## src/rtl/roberto_tx_serial.sv

```systemverilog
// Purpose: asynchronous serial transmitter for 7-bit ASCII; LSB first, start bit, optional even parity, two stop bits.
// Latency: start bit on the line the cycle after the partida edge; pronto rises (FRAME_LEN*DIV + 1) edges after that edge.
// Backpressure: partida is a level request sampled only while idle; ocupado covers the frame; ROBERTO_TX_PARIDADE_EN enables parity.
`timescale 1ns/1ps

package roberto_tx_serial_pkg;
    typedef enum logic [3:0] {
        INICIAL     = 4'b0000,
        TRANSMISSAO = 4'b0001,
        FINAL_TX    = 4'b0010
    } estado_t;
endpackage

module roberto_tx_serial #(
    parameter int DIV = 434
) (
    input  logic       clock,
    input  logic       reset,
    input  logic       partida,
    input  logic [6:0] dados,
    output logic       saida_serial,
    output logic       pronto,
    output logic       ocupado,
    output logic [3:0] db_estado
);
    import roberto_tx_serial_pkg::*;

    // Frame layout: start + 7 data + [parity] + 2 stop.
`ifdef ROBERTO_TX_PARIDADE_EN
    localparam int FRAME_LEN = 11;
`else
    localparam int FRAME_LEN = 10;
`endif
    // Shift register holds every bit after the start bit; the start bit is
    // driven directly when the frame is accepted.
    localparam int SH_W = FRAME_LEN - 1;
    localparam int TW   = $clog2(DIV);

    localparam logic [TW-1:0] TICK_MAX = TW'(DIV - 1);
    localparam logic [3:0]    BITS_FIM = 4'(FRAME_LEN);

    estado_t         estado;
    estado_t         estado_prox;
    logic [TW-1:0]   tick;
    logic [TW-1:0]   tick_prox;
    logic [3:0]      bit_cnt;
    logic [3:0]      bit_cnt_prox;
    logic [SH_W-1:0] shreg;
    logic [SH_W-1:0] shreg_prox;
    logic            saida_prox;
    logic [SH_W-1:0] quadro;

    // Bits following the start bit, LSB first; ones fill the stop positions.
`ifdef ROBERTO_TX_PARIDADE_EN
    assign quadro = {2'b11, ^dados, dados};
`else
    assign quadro = {2'b11, dados};
`endif

    // State, counters, shift register and line driver; reset forces an idle line at once.
    always_ff @(posedge clock or posedge reset) begin
        if (reset) begin
            estado       <= INICIAL;
            tick         <= '0;
            bit_cnt      <= '0;
            shreg        <= '1;
            saida_serial <= 1'b1;
        end else begin
            estado       <= estado_prox;
            tick         <= tick_prox;
            bit_cnt      <= bit_cnt_prox;
            shreg        <= shreg_prox;
            saida_serial <= saida_prox;
        end
    end

    // Next-state and datapath updates.
    // bit_cnt counts completed bits; once it reaches FRAME_LEN the last stop
    // bit has been held DIV cycles and the frame closes on the following edge.
    always_comb begin
        estado_prox  = estado;
        tick_prox    = tick;
        bit_cnt_prox = bit_cnt;
        shreg_prox   = shreg;
        saida_prox   = 1'b1;
        case (estado)
            INICIAL: begin
                if (partida) begin
                    estado_prox  = TRANSMISSAO;
                    tick_prox    = '0;
                    bit_cnt_prox = '0;
                    shreg_prox   = quadro;
                    saida_prox   = 1'b0;
                end
            end
            TRANSMISSAO: begin
                saida_prox = saida_serial;
                if (bit_cnt == BITS_FIM) begin
                    estado_prox = FINAL_TX;
                    saida_prox  = 1'b1;
                end else if (tick == TICK_MAX) begin
                    tick_prox    = '0;
                    bit_cnt_prox = bit_cnt + 4'd1;
                    saida_prox   = shreg[0];
                    shreg_prox   = {1'b1, shreg[SH_W-1:1]};
                end else begin
                    tick_prox = tick + 1'b1;
                end
            end
            FINAL_TX: begin
                estado_prox = INICIAL;
            end
            default: begin
                estado_prox = INICIAL;
            end
        endcase
    end

    // Status outputs decoded from the state register; unknown codes read as 1111.
    always_comb begin
        pronto    = 1'b0;
        ocupado   = 1'b0;
        db_estado = 4'b1111;
        case (estado)
            INICIAL: begin
                db_estado = 4'b0000;
            end
            TRANSMISSAO: begin
                ocupado   = 1'b1;
                db_estado = 4'b0001;
            end
            FINAL_TX: begin
                ocupado   = 1'b1;
                pronto    = 1'b1;
                db_estado = 4'b0010;
            end
            default: begin
                db_estado = 4'b1111;
            end
        endcase
    end

endmodule

```

## config.mk

```make
export PLATFORM = sky130hd
export DESIGN_NAME = roberto_tx_serial
export DESIGN_NICKNAME = d
export VERILOG_FILES = /design/src/rtl/roberto_tx_serial.sv
export SDC_FILE = /design/constraint.sdc
export NUM_CORES = 1
export LEC_CHECK = 0
export ABC_AREA = 1
export BUFFER_PORTS_ARGS = -buffer_cell sky130_fd_sc_hd__buf_2
export CORE_MARGIN = 2
export CORE_UTILIZATION = 40
export CTS_BUF_LIST = sky130_fd_sc_hd__clkbuf_4 sky130_fd_sc_hd__clkbuf_8 sky130_fd_sc_hd__clkbuf_16
export DETAILED_ROUTE_END_ITERATION = 10
export PLACE_DENSITY = 0.54
export SYNTH_ARGS = -nofsm -noshare
export SYNTH_HDL_FRONTEND = slang
export SYNTH_SLANG_ARGS = --single-unit
```

## constraint.sdc

```tcl
create_clock -name clock -period 1.92 [get_ports clock]
set_clock_uncertainty 0.05 [all_clocks]
set_input_delay 0.384 -clock clock [delete_from_list [all_inputs] [get_ports clock]]
set_output_delay 0.384 -clock clock [all_outputs]
set_load 0.005 [all_outputs]
```

==> impl_results.md <==
* Status: finished, final reports clean
* Effective utilization at floorplan at 41.6%
* Gpl congestion at 0.810
* Synthesized cell area at 1390 sq um
* Register area share after synthesis at 42.2%
* Placed Instance Area at 1490 sq um
* Routed WL at 2.48 mm
* Type of the worst setup path: reg -> out
* DR iter-0 viols at 51
* Cells along the critical path: inv_1 > ha_2 > or2_2 > buf_2
* Top cells by count, synth: 42 x nand2_1, 20 x inv_1, 15 x dfrtp_1
* Global-route wire length before repair at 4.47 mm
* Yosys warning count at 0
* Drt via density at 4.67
* TritonCTS clock tree: yes
* Synth Instances at 166
* Layout cells sized above 1 at 23.9%
* Design area at 1530 sq um
* Slew Limit Fails at 0
* # rows at 21
* Yosys cell types at 27
* NetSw at 0.782 mW
* Most instantiated library cell after synthesis: nand2_1
* Yosys top cell area share at 27.1%
* Vias at 1074
* Sequential share of power at 41.9%
* Synth area leader: dfrtp_1
* Die area at 3960 sq um
* Switching part of the total power at 42.3%
* Element type at the critical path start: flip-flop
* Core area at 3340 sq um
* CP max stage delay at 0.39 ns
* Power per cell area at 1210 nW/um^2
* Final setup fails at 0
* H-tree depth at 1
* IO Pins at 17
* Syn avg cell area at 8.36 sq um
* Final period util at 95.8%
* Async SR Flop Fraction at 100%
* Register area at 586 sq um
* DRT antenna net count at 0
* Area delta synth->final at 10.5%
* Pint at 1.07 mW
* Root Buffer: clkbuf_4
* Setup TNS at 0 ns
* Clock Latency Late Sink at 0.31 ns
* Dpl cells at 225
* Inserted Clock Buffers at 3
* Total of max-cap violations at 0
* Clk pwr share at 12.3%
* GR Overflow Total at 0
* Critical Path End Type: output port
* Initial antenna violation count at 0
* Die Wd at 62.9 um
* Synth Register Bits at 23
* Peak VDD IR at 553 uV
* CTS Buffer Depth at 2
* Critical path's top delay family: flip-flops
* Critical Path AT at 1.41 ns
* Gate power share at 45.8%
* Post-DP HPWL at 1.86 mm
* Buf/Inv on CP at 2
* Die height at 62.9 um
* Final nets at 203
* Crit-path max FO at 4
* WP data required at 1.49 ns
* Final core occ at 46.0%
* I/O Buffers at 16
* Fin crit period at 1.84 ns
* Pleak at 0.740 nW
* Unrepaired setup endpoints after global routing: yes
* Vias in the first global route at 1044
* TritonRoute pass-1 iters at 4
* Number of inserted diodes at 0
* Layout Cells excl Fill at 230
* Synth area leaders: dfrtp_1 27%, dfstp_2 15%, nand2_1 11%, ha_1 7.2%, inv_1 5.4%
* DRC at 0
* Fill cells at 354
* Worst-Margin Slew at 0.292 ns
* Slew margin rel. at 80.6%
* Clk sinks at 23
* EDFF count, synth at 0
* Largest net degree at the start of global routing at 28
* Total GRT Usage at 14.1%
* Final hold violations at 0
* Slowest-stage cell, CP: dfrtp_1
* Routed WL per cell at 10.8 um
* Multi-input gate area at 679 sq um
* Highest clock rate at 543 MHz
* Mapped Nets at 184
* Clock-pin slew on the worst setup and hold paths at 0.14 ns
* Top FF cell, synth: dfrtp_1
* Min-Delay Path Class: in -> async
==> per-stage QoR <==
step	hold WS, ns	setup slack [ns]	total power, mW
after floorplan	0.330	0.274	1.51
after global placement	0.391	0.262	1.62
after detailed placement	0.394	0.158	1.64
after global routing	0.0378	-0.0237	2.05
after CTS	0.0280	0.00761	1.88
final	0.0272	0.0798	1.85
==> worst register-to-register path, stage by stage, from the launching register on <==
cell and delay (ns):
dfrtp_1 0.41, inv_1 0.11, ha_2 0.24, buf_4 0.25, nand2_1 0.19, nand2_8 0.19, o21ai_0 0.11, nor2_1 0.09
==> power by group through the flow <==
stage               registers, mW  logic [mW]  clock network (mW)
global placement            0.780       0.837                   0
floorplan                   0.765       0.750                   0
detailed placement          0.783       0.859                   0
finish                      0.775       0.847               0.228
CTS                         0.773       0.861               0.244
global route                0.795       0.986               0.266
==> cells in the final DEF (no fill, tap or decap) <==
cell,n
nor3_1,2
clkinv_2,1
dfrtp_1,15
nor2_1,13
dfstp_2,8
o22ai_1,1
inv_4,1
nor2_2,4
nand4_1,4
o21ai_1,9
clkbuf_4,3
ha_1,6
nand2_4,1
a21oi_1,1
ha_2,2
nand2_8,1
o21ai_0,10
nand2_1,42
buf_4,3
buf_2,16
nand3_1,8
o21bai_1,1
nand4_4,1
inv_1,20
mux2i_1,6
xor2_1,1
or2_2,2
nor2_4,1
xnor2_1,1
==> cells by family after synthesis <==
logic type	synth area share (%)
AO/OA/AOI/OAI	8.21
XOR/XNOR	1.26
adder cells (fa/ha/maj)	7.21
buffers and inverters	9.20
flip-flops	42.2
multiplexers	4.33
AND/OR/NAND/NOR	27.6
==> registers in the layout, summed over array words and instances, names as in the netlist <==
signal	flops
tick	9
bit_cnt	4
saida_serial	1
estado	2
shreg	7
==> layout make-up <==
cell class                 count  area share (%)
clock buffer                   3            1.47
clock inverter                 1           0.326
inverter                      21            5.30
multi-input combinational    117            44.3
sequential                    23            38.2
tap                           46            3.75
timing repair buffer          19            6.69
==> metal layers <==
metal	wire, um	vias to the layer above	track usage, %	share of wire [%]
met5	0	-	0	0
met4	38	0	5.56	1.5
met3	55	4	3.06	2.2
met2	1230	10	22.7	49
met1	1160	491	18.2	47
li1	-	569	-	-
==> path summary, 6_finish.rpt <==
check / from / endpoint / slack, ns / cells past startpoint
worst max-delay path: estado[1] / db_estado[0] / 0.08 / 4
worst min-delay path: reset / tick[1] / 0.03 / 3
worst max register to register: estado[1] / tick[2] / 0.22 / 7
worst min register to register: shreg[1] / shreg[1] / 0.44 / 2
max in group asynchronous: reset / shreg[6] / 1.50 / 3
min in group clock: dados[6] / shreg[6] / 0.27 / 3
==> repair_timing <==
item                                    CTS  global route
buffers inserted                          1             0
resized for setup                         0             2
hold buffers                              0             0
endpoints found under the setup margin    1             2
hold endpoints to repair                  0             0
No activity file was read; power rests on OpenSTA's default activity.
